[src/rtl/ballot_pkg.sv]
// ballot_pkg
// Shared definitions for the voting-booth ballot controller: the controller
// state encoding, default values for the block parameters, and the width of
// the ballots-cast counter.
package ballot_pkg;

  localparam int NUM_CAND_DEF        = 4;
  localparam int DEBOUNCE_CYCLES_DEF = 16;
  localparam int ARM_TIMEOUT_DEF     = 1000;
  localparam int TOTAL_W             = 16;

  typedef enum logic [1:0] {
    IDLE,
    ARMED,
    CAST,
    RELEASE
  } ballot_state_e;

endpackage

[src/rtl/ballot_debounce.sv]
// ballot_debounce
// Brings the raw candidate buttons into the clock domain through a 2-flop
// synchroniser, then only publishes a new button vector once the synchronised
// value has stayed identical for STABLE_CYCLES consecutive cycles.
// Ports:
//   clk   - rising-edge clock
//   clear - synchronous active-high reset (zeroes synchroniser and counter)
//   i_raw - asynchronous active-high button vector
//   o_db  - debounced button vector
module ballot_debounce
  import ballot_pkg::*;
#(
  parameter int WIDTH         = NUM_CAND_DEF,
  parameter int STABLE_CYCLES = DEBOUNCE_CYCLES_DEF
) (
  input  logic             clk,
  input  logic             clear,
  input  logic [WIDTH-1:0] i_raw,
  output logic [WIDTH-1:0] o_db
);

  localparam int CW = $clog2(STABLE_CYCLES + 1);

  logic [WIDTH-1:0] sync1_q, sync1_d;
  logic [WIDTH-1:0] sync2_q, sync2_d;
  logic [WIDTH-1:0] cand_q, cand_d;
  logic [WIDTH-1:0] db_q, db_d;
  logic [CW-1:0]    cnt_q, cnt_d;

  // cand_q is the vector currently being timed; cnt_q is how many cycles it
  // has been seen in a row. Any change restarts timing at one cycle, and the
  // counter saturates once the vector has been accepted.
  always_comb begin
    sync1_d = i_raw;
    sync2_d = sync1_q;
    cand_d  = cand_q;
    cnt_d   = cnt_q;
    db_d    = db_q;
    if (sync2_q != cand_q) begin
      cand_d = sync2_q;
      cnt_d  = CW'(1);
    end else if (cnt_q != CW'(STABLE_CYCLES)) begin
      cnt_d = cnt_q + CW'(1);
    end
    if (cnt_d == CW'(STABLE_CYCLES)) begin
      db_d = cand_d;
    end
  end

  always_ff @(posedge clk) begin
    if (clear) begin
      sync1_q <= '0;
      sync2_q <= '0;
      cand_q  <= '0;
      cnt_q   <= '0;
      db_q    <= '0;
    end else begin
      sync1_q <= sync1_d;
      sync2_q <= sync2_d;
      cand_q  <= cand_d;
      cnt_q   <= cnt_d;
      db_q    <= db_d;
    end
  end

  assign o_db = db_q;

endmodule

[src/rtl/vote_ballot_ctrl.sv]
// vote_ballot_ctrl
// Ballot controller for one voting booth. An officer arms the booth for one
// voter; the voter's debounced single-button press is forwarded as a one-cycle
// one-hot pulse to the candidate counters, multi-button presses are rejected,
// and an armed booth that sees no vote times out back to idle.
// Ports:
//   clk        - rising-edge clock
//   clear      - synchronous active-high reset
//   i_arm      - officer authorises one voter (honoured only in IDLE)
//   i_btn      - raw asynchronous candidate buttons, active-high
//   o_vote     - one-hot single-cycle vote pulse
//   o_enable_n - active-low counter enable (high only around clear)
//   o_ready    - high while armed and waiting for a vote
//   o_reject   - single-cycle pulse on a multi-button press
//   o_timeout  - single-cycle pulse when the armed window expires
//   o_total    - saturating count of ballots cast since reset
module vote_ballot_ctrl
  import ballot_pkg::*;
#(
  parameter int NUM_CAND        = NUM_CAND_DEF,
  parameter int DEBOUNCE_CYCLES = DEBOUNCE_CYCLES_DEF,
  parameter int ARM_TIMEOUT     = ARM_TIMEOUT_DEF
) (
  input  logic                clk,
  input  logic                clear,
  input  logic                i_arm,
  input  logic [NUM_CAND-1:0] i_btn,
  output logic [NUM_CAND-1:0] o_vote,
  output logic                o_enable_n,
  output logic                o_ready,
  output logic                o_reject,
  output logic                o_timeout,
  output logic [TOTAL_W-1:0]  o_total
);

  localparam int TW = $clog2(ARM_TIMEOUT + 1);

  ballot_state_e       state_q, state_d;
  logic [TW-1:0]       tmo_q, tmo_d;
  logic                wait_zero_q, wait_zero_d;
  logic [NUM_CAND-1:0] vote_q, vote_d;
  logic [TOTAL_W-1:0]  total_q, total_d;
  logic                en_n_q, en_n_d;

  logic [NUM_CAND-1:0] db_vec;
  logic                db_zero;
  logic                db_single;
  logic                db_multi;

  ballot_debounce #(
    .WIDTH         (NUM_CAND),
    .STABLE_CYCLES (DEBOUNCE_CYCLES)
  ) u_debounce (
    .clk   (clk),
    .clear (clear),
    .i_raw (i_btn),
    .o_db  (db_vec)
  );

  // Clearing the lowest set bit leaves zero only for a one-hot vector.
  assign db_zero   = (db_vec == '0);
  assign db_single = !db_zero && ((db_vec & (db_vec - NUM_CAND'(1))) == '0);
  assign db_multi  = !db_zero && !db_single;

  // wait_zero_q blocks acceptance until the buttons have been seen released:
  // it is set on arming (so a button held at arm time is ignored) and after a
  // reject (so one multi-press yields exactly one reject). A single press
  // beats a timeout landing in the same cycle. Output pulses are masked by
  // clear so a reset in the same cycle suppresses them.
  always_comb begin
    state_d     = state_q;
    tmo_d       = tmo_q;
    wait_zero_d = wait_zero_q;
    vote_d      = vote_q;
    total_d     = total_q;
    en_n_d      = 1'b0;
    o_vote      = '0;
    o_ready     = 1'b0;
    o_reject    = 1'b0;
    o_timeout   = 1'b0;
    case (state_q)
      IDLE: begin
        if (i_arm) begin
          state_d     = ARMED;
          tmo_d       = '0;
          wait_zero_d = 1'b1;
        end
      end
      ARMED: begin
        o_ready = 1'b1;
        tmo_d   = tmo_q + TW'(1);
        if (db_zero) begin
          wait_zero_d = 1'b0;
        end
        if (!wait_zero_q && db_single) begin
          vote_d  = db_vec;
          state_d = CAST;
        end else begin
          if (!wait_zero_q && db_multi) begin
            o_reject    = !clear;
            wait_zero_d = 1'b1;
          end
          if (tmo_q == TW'(ARM_TIMEOUT - 1)) begin
            o_timeout = !clear;
            state_d   = IDLE;
          end
        end
      end
      CAST: begin
        o_vote  = clear ? '0 : vote_q;
        total_d = (total_q == '1) ? total_q : total_q + TOTAL_W'(1);
        state_d = RELEASE;
      end
      RELEASE: begin
        if (db_zero) begin
          state_d = IDLE;
        end
      end
      default: state_d = IDLE;
    endcase
  end

  always_ff @(posedge clk) begin
    if (clear) begin
      state_q     <= IDLE;
      tmo_q       <= '0;
      wait_zero_q <= 1'b0;
      vote_q      <= '0;
      total_q     <= '0;
      en_n_q      <= 1'b1;
    end else begin
      state_q     <= state_d;
      tmo_q       <= tmo_d;
      wait_zero_q <= wait_zero_d;
      vote_q      <= vote_d;
      total_q     <= total_d;
      en_n_q      <= en_n_d;
    end
  end

  // en_n_q holds the disable for the cycle after clear drops; OR-ing clear in
  // covers the cycles where clear is high but not yet sampled.
  assign o_enable_n = en_n_q | clear;
  assign o_total    = total_q;

endmodule

[config.mk]
export PLATFORM = sky130hd
export DESIGN_NAME = vote_ballot_ctrl
export DESIGN_NICKNAME = d
export VERILOG_FILES = /design/src/rtl/ballot_pkg.sv /design/src/rtl/ballot_debounce.sv /design/src/rtl/vote_ballot_ctrl.sv
export SDC_FILE = /design/constraint.sdc
export NUM_CORES = 1
export LEC_CHECK = 0
export CORE_MARGIN = 2
export CORE_UTILIZATION = 30
export CTS_CLUSTER_DIAMETER = 150
export DETAILED_ROUTE_END_ITERATION = 12
export PLACE_DENSITY = 0.56
export SYNTH_ARGS = -nofsm -noshare
export SYNTH_HDL_FRONTEND = slang
export SYNTH_SLANG_ARGS = --single-unit
[constraint.sdc]
create_clock -name clk -period 2.2 [get_ports clk]
set_clock_uncertainty 0.05 [all_clocks]
set_input_delay 0.44 -clock clk [delete_from_list [all_inputs] [get_ports clk]]
set_output_delay 0.44 -clock clk [all_outputs]
set_load 0.01 [all_outputs]
==> flow_metrics.py, run 1 <==
metrics = {
    "run_status": {
        "status": "completed",
    },
    "grt": {
        "track_usage": 0.130,
        "grt_max_degree": 35,
        "gr-total-overflow": 0,
        "grt_first_pass_wirelength_microns": 9430,
        "grt_use_met2": 0.221,
        "use_met1": 0.161,
        "grtUsageMet3": 0.0261,
        "grt.busiest_layer": "met2",
        "grt_pass1_vias": 2112,
        "antenna_found_initial": 0,
    },
    "hold_path": {
        "holdPathStages": 1,
        "hold_path.class": "input pin to flop",
    },
    "setup_path": {
        "endpoint_kind": "output port",
        "worstPathRequired_ps": 1710,
        "start_kind": "flop",
        "crit_arrival_ps": 1700,
        "worstPathMaxFanout": 2,
        "r2r_cells": 7,
        "critical_path_class": "flop to output port",
    },
    "route": {
        "vias": 2089,
        "firstDrtPassIters": 4,
        "wl_per_cell_microns": 12.5,
        "detail-route-antenna-nets": 0,
        "via_per_inst": 4.78,
        "drc": 0,
        "drt_iter0_markers": 70,
        "wl_microns": 5470,
    },
    "sta": {
        "layout_setup_ws_ps": 12.9,
        "rsz0062_at_grt": "yes",
        "fin_tns_setup_ps": 0,
        "maxSlewHeadroom": 0.625,
        "worst_slew_pin_slew_ps": 560,
        "fmax_mhz": 457,
        "min_period_over_period": 0.994,
        "hold_viol_final": 0,
        "fin_hold_ws_ps": 333,
        "setup_violations": 0,
        "fin_crit_ps": 2190,
        "drv_slew": 0,
    },
    "synthesis": {
        "synth_edf_count": 0,
        "seq_area_frac_synth": 0.437,
        "yosysMostFrequentCell": "dfxtp_1",
        "yosys_warnings": 0,
        "ys_seq_elements": 55,
        "synthCells": 279,
        "synthTopCellsByArea": "dfxtp_1 44%, nor2_1 6.7%, xnor2_1 4.5%, nor2b_1 4.2%, xor2_1 3.1%",
        "synth_cell_type_count": 47,
        "yosysTopAreaCellShare": 0.437,
        "yosysTopAreaCell": "dfxtp_1",
        "synth_nets": 290,
        "syn_area_per_cell_sq_um": 9.03,
        "ys.flop_type": "dfxtp_1",
        "synth_common_cells": "55 x dfxtp_1, 45 x nor2_1, 17 x nor2b_1",
        "synth_area_sq_mm": 0.00252,
        "async_reset_ff_frac": 0,
    },
    "power_and_ir_drop": {
        "ir_worst_vdd_mv": 0.244,
        "clkPwrFrac": 0.346,
        "comb_power_share": 0.062,
        "switching_share": 0.252,
        "p_seq_frac": 0.592,
        "leakagePower_nw": 1.24,
        "p_per_area_mw_per_mm2": 539,
        "power_switching_uw": 438,
        "p_int_mw": 1.30,
    },
    "clock_network": {
        "cts_tree": "yes",
        "cts_hold_buf": 0,
        "htree_levels": 2,
        "path_clk_slew_ps": 100,
        "root_buffer": "clkbuf_8",
        "cts_buffer_depth": 2,
        "insertion_delay_ps": 320,
        "clkSinkCount": 55,
        "cts_buffers": 5,
    },
    "placement": {
        "place_area_sq_mm": 0.00308,
        "port_buffers": 30,
        "place_ws_ps": -187,
        "hpwl_microns": 3930,
        "gp_congestion": 0.778,
        "place_inst": 427,
    },
    "cells_and_area": {
        "fin_cells": 437,
        "drive_gt1_frac": 0.178,
        "areaGrowthSynthToFinish_pct": 28.1,
        "diodes": 0,
        "finalNetCount": 342,
        "final_area_sq_mm": 0.00323,
    },
    "die": {
        "io-pin-count": 31,
        "start_util": 0.308,
        "rows": 33,
        "die_area_sq_mm": 0.00915,
        "chipWidth_microns": 95.7,
        "design.core.area_sq_mm": 0.00818,
        "die_h_microns": 95.7,
    },
    "job": {
        "drv_cap": 0,
    },
}
==> registers in the layout (all words and copies together) (netlist names), named ones only <==
signal and cells:
o_total 16, u_debounce.cnt_q 5, state_q 1, en_n_q 1, u_debounce.sync1_q 4, u_debounce.sync2_q 4
u_debounce.o_db 4, tmo_q 10, u_debounce.cand_q 4, vote_q 4, wait_zero_q 1
==> repair_timing <==
| item | in CTS | in global routing |
|---|---|---|
| gates cloned | 0 | 0 |
| endpoints found under the setup margin | 7 | 3 |
| setup buffers | 2 | 0 |
| pin swaps | 3 | 3 |
| resized for setup | 22 | 3 |
==> per-stage QoR <==
stage               total power [mW]  utilization
floorplan                       1.11            -
global placement                1.16        0.376
detailed placement              1.16        0.376
CTS                             1.77        0.394
global route                    1.82        0.395
finish                          1.74        0.395
==> layer usage <==
layer  wire length, microns  share of wire  vias to the layer above
met5                      0              0                        -
met4                    119          0.022                        0
met3                    146          0.027                       10
met2                   2630           0.48                       32
met1                   2570           0.47                      975
li1                       -              -                     1072
==> path summary, 6_finish.rpt <==
path / startpoint / to / slack [ps]
setup / recovery: tmo_q[1] / o_timeout / 10
hold / removal: clear / en_n_q / 330
setup reg to reg: u_debounce.cnt_q[0] / u_debounce.o_db[1] / 200
hold reg to reg: u_debounce.sync1_q[3] / u_debounce.sync2_q[3] / 400
==> worst max-delay path, cell delays in order (launching register included) <==
cell	delay, ps
dfxtp_2	340
ha_1	150
nand4_1	110
or4_4	440
nor4_4	160
buf_2	170
==> cells by family after synthesis <==
family,after synthesis,share of synthesized area
AO/OA/AOI/OAI,35,0.0909
adder cells (fa/ha/maj),5,0.0238
buffers and inverters,18,0.0298
flip-flops,55,0.437
multiplexers,12,0.0511
AND/OR/NAND/NOR,132,0.291
XOR/XNOR,22,0.0765
==> area by class of cell <==
class	count	area (sq um)
Clock buffer	5	68.8
Clock inverter	3	27.5
Fill cell	838	4950
Inverter	7	26.3
Multi-Input combinational cell	206	1390
Sequential cell	55	1100
Tap cell	105	131
Timing Repair Buffer	56	478
==> cell usage in the layout, fill, tap and decap left out, types with 3 or more instances in the layout <==
| master | netlist | final |
|---|---|---|
| o21ai_0 | 4 | 3 |
| nor2_1 | 45 | 44 |
| mux2i_1 | 5 | 5 |
| a211oi_1 | 5 | 4 |
| nand4_1 | 10 | 10 |
| ha_1 | 4 | 4 |
| and2_1 | 4 | 4 |
| dfxtp_2 | 0 | 3 |
| mux2_1 | 3 | 3 |
| mux2_2 | 4 | 4 |
| nand3_1 | 12 | 12 |
| dlygate4sd2_1 | 0 | 4 |
| nand2_1 | 12 | 12 |
| xor2_1 | 9 | 9 |
| clkdlybuf4s50_1 | 0 | 22 |
| a21oi_1 | 11 | 11 |
| dfxtp_1 | 55 | 52 |
| xnor2_1 | 13 | 13 |
| inv_1 | 6 | 6 |
| nor2b_1 | 17 | 17 |
| or3_1 | 3 | 3 |
| nand4b_1 | 4 | 4 |
| a31oi_1 | 3 | 3 |
| buf_4 | 0 | 26 |
| nand2b_1 | 4 | 3 |
| clkbuf_8 | 0 | 5 |
==> power by group through the flow <==
stage          combinational [mW]  clock (mW)  sequential, mW
2_1_floorplan              0.0664           0            1.05
3_3_place_gp                0.107           0            1.05
3_5_place_dp                0.107           0            1.05
4_1_cts                     0.109       0.627            1.03
5_1_grt                     0.123       0.659            1.03
6_report                    0.108       0.602            1.03
Power figures use the tool's default switching activity.
==> run 2: changes to the inputs <==
--- a/config.mk
+++ b/config.mk
@@ -9,6 +9,7 @@
 export CORE_UTILIZATION = 30
 export CTS_CLUSTER_DIAMETER = 150
 export DETAILED_ROUTE_END_ITERATION = 12
+export GPL_ROUTABILITY_DRIVEN = 0
 export PLACE_DENSITY = 0.56
 export SYNTH_ARGS = -nofsm -noshare
 export SYNTH_HDL_FRONTEND = slang
==> results of run 2 <==
The final DEF is identical to that of run 1; final timing and power are the same.
==> run 3: changes to the inputs <==
--- a/config.mk
+++ b/config.mk
@@ -10,7 +10,9 @@
 export CTS_CLUSTER_DIAMETER = 150
 export DETAILED_ROUTE_END_ITERATION = 12
 export GPL_ROUTABILITY_DRIVEN = 0
+export HOLD_SLACK_MARGIN = 0.1
 export PLACE_DENSITY = 0.56
+export SETUP_SLACK_MARGIN = 0.1
 export SYNTH_ARGS = -nofsm -noshare
 export SYNTH_HDL_FRONTEND = slang
 export SYNTH_SLANG_ARGS = --single-unit
==> flow_metrics.py, run 3 (synthesis gave the netlist of run 1 again) <==
metrics = {
    "cells_and_area": {
        "largest_reg_flops": 16,
        "final_common_cell": "dfxtp_1",
        "drive_gt1_frac": 0.196,
        "diodes": 0,
        "nFillCells": 838,
        "finalNetCount": 342,
        "areaGrowthSynthToFinish_pct": 28.5,
        "final_cell_mix": "49 x dfxtp_1, 44 x nor2_1, 26 x buf_4",
    },
    "placement": {
        "port_buffers": 30,
        "hpwl_microns": 3930,
    },
    "setup_path": {
        "ff2ff_setup_slack_ps": 300,
        "cp_slowest_stage_delay_ps": 440,
        "path_cells": "ha_1 > nand4_1 > or4_4 > nor4_4 > buf_2",
        "reg2reg_from": "u_debounce.cnt_q[0]",
        "cp_num_buf_inv": 1,
        "start_kind": "flop",
        "worstPathMaxFanout": 2,
        "critical_path_class": "flop to output port",
        "crit_arrival_ps": 1700,
        "path_delay_family": "simple AND/OR/NAND/NOR gates",
        "startpoint": "tmo_q[1]",
        "worstPathRequired_ps": 1710,
        "cp_slowest_cell": "or4_4",
        "endpoint_kind": "output port",
    },
    "hold_path": {
        "hold_path.class": "input pin to flop",
        "hold_start": "clear",
    },
    "clock_network": {
        "cts_hold_buf": 0,
        "cts_buffers": 5,
        "cts_buffer_depth": 2,
        "insertion_delay_ps": 320,
        "cts_tree": "yes",
        "path_clk_slew_ps": 100,
        "clkSinkCount": 55,
        "htree_levels": 2,
        "root_buffer": "clkbuf_8",
    },
    "die": {
        "chipWidth_microns": 95.7,
        "design.core.area_sq_mm": 0.00818,
        "die_h_microns": 95.7,
        "start_util": 0.308,
        "io-pin-count": 31,
        "die_area_sq_mm": 0.00915,
        "rows": 33,
    },
    "sta": {
        "worst_slew_pin_slew_ps": 560,
        "fin_hold_ws_ps": 332,
        "setup_violations": 0,
        "fin_tns_setup_ps": 0,
        "rsz0062_at_grt": "yes",
        "fin_crit_ps": 2190,
        "min_period_over_period": 0.995,
        "maxSlewHeadroom": 0.625,
        "hold_viol_final": 0,
        "fmax_mhz": 457,
        "drv_slew": 0,
    },
    "route": {
        "vias": 2096,
        "dr_wl_met3_microns": 138,
        "firstDrtPassIters": 4,
        "drt_iter0_markers": 63,
        "wl_microns": 5460,
        "met2_length_microns": 2630,
        "top_layer_used": "met4",
        "via_per_inst": 4.80,
        "drc": 0,
        "wl_met1_microns": 2570,
        "detail-route-antenna-nets": 0,
        "wl_per_cell_microns": 12.5,
    },
    "power_and_ir_drop": {
        "leakagePower_nw": 1.23,
        "ir_worst_vdd_mv": 0.242,
        "p_per_area_mw_per_mm2": 537,
    },
    "grt": {
        "grt_max_degree": 35,
        "gr-total-overflow": 0,
        "grt_first_pass_wirelength_microns": 9430,
        "antenna_found_initial": 0,
        "track_usage": 0.130,
        "grt_pass1_vias": 2112,
    },
    "job": {
        "drv_cap": 0,
    },
    "run_status": {
        "status": "completed",
    },
}
## run 3: final cells by class
| type | count | area [sq um] | area share |
|---|---|---|---|
| multi-input cells | 206 | 1410 | 0.434 |
| flip-flops and latches | 55 | 1110 | 0.342 |
| repair buffers | 56 | 470 | 0.145 |
| well taps | 105 | 131 | 0.0406 |
| clock buffers | 5 | 68.8 | 0.0213 |
| clock inverters | 3 | 27.5 | 0.00850 |
| inverters | 7 | 26.3 | 0.00811 |
## run 3: worst paths after layout
| check | cells past startpoint | end |
|---|---|---|
| max reg2reg | 7 | u_debounce.o_db[1] |
| min | 1 | en_n_q |
| max | 5 | o_timeout |
| min reg2reg | 1 | u_debounce.sync2_q[3] |
## run 3: routing by layer
layer | global-route usage | up-vias
met2 | 0.221 | 32
li1 | - | 1071
met1 | 0.161 | 983
met5 | 0 | -
met4 | 0.0536 | 0
met3 | 0.0261 | 10
## run 3: where the power goes
group          switching [mW]  internal (mW)  leakage [nW]  total [mW]
logic                  0.0596         0.0494         0.732       0.109
clock network           0.365          0.237        0.0467       0.602
registers              0.0145           1.01         0.449        1.03
total                   0.439           1.30          1.23        1.74
## run 3: metrics by stage
| step | std cells | instance area [sq um] | total power [mW] | util | setup WS [ps] |
|---|---|---|---|---|---|
| 4_1_cts | 437 | 3220 | 1.77 | 0.394 | -84.5 |
| 6_report | 437 | 3240 | 1.74 | 0.396 | 12.0 |
| 3_5_place_dp | 427 | 3080 | 1.16 | 0.376 | -187 |
| 3_3_place_gp | 427 | 3080 | 1.16 | 0.376 | -136 |
| 5_1_grt | 437 | 3240 | 1.82 | 0.396 | -96.6 |
| 2_1_floorplan | 279 | 2520 | 1.11 | - | 274 |
## run 3: timing repair
action	4_1_cts	5_1_grt
setup buffers	2	0
resized for setup	26	8
endpoints found under the setup margin	7	8
pin swaps	3	3
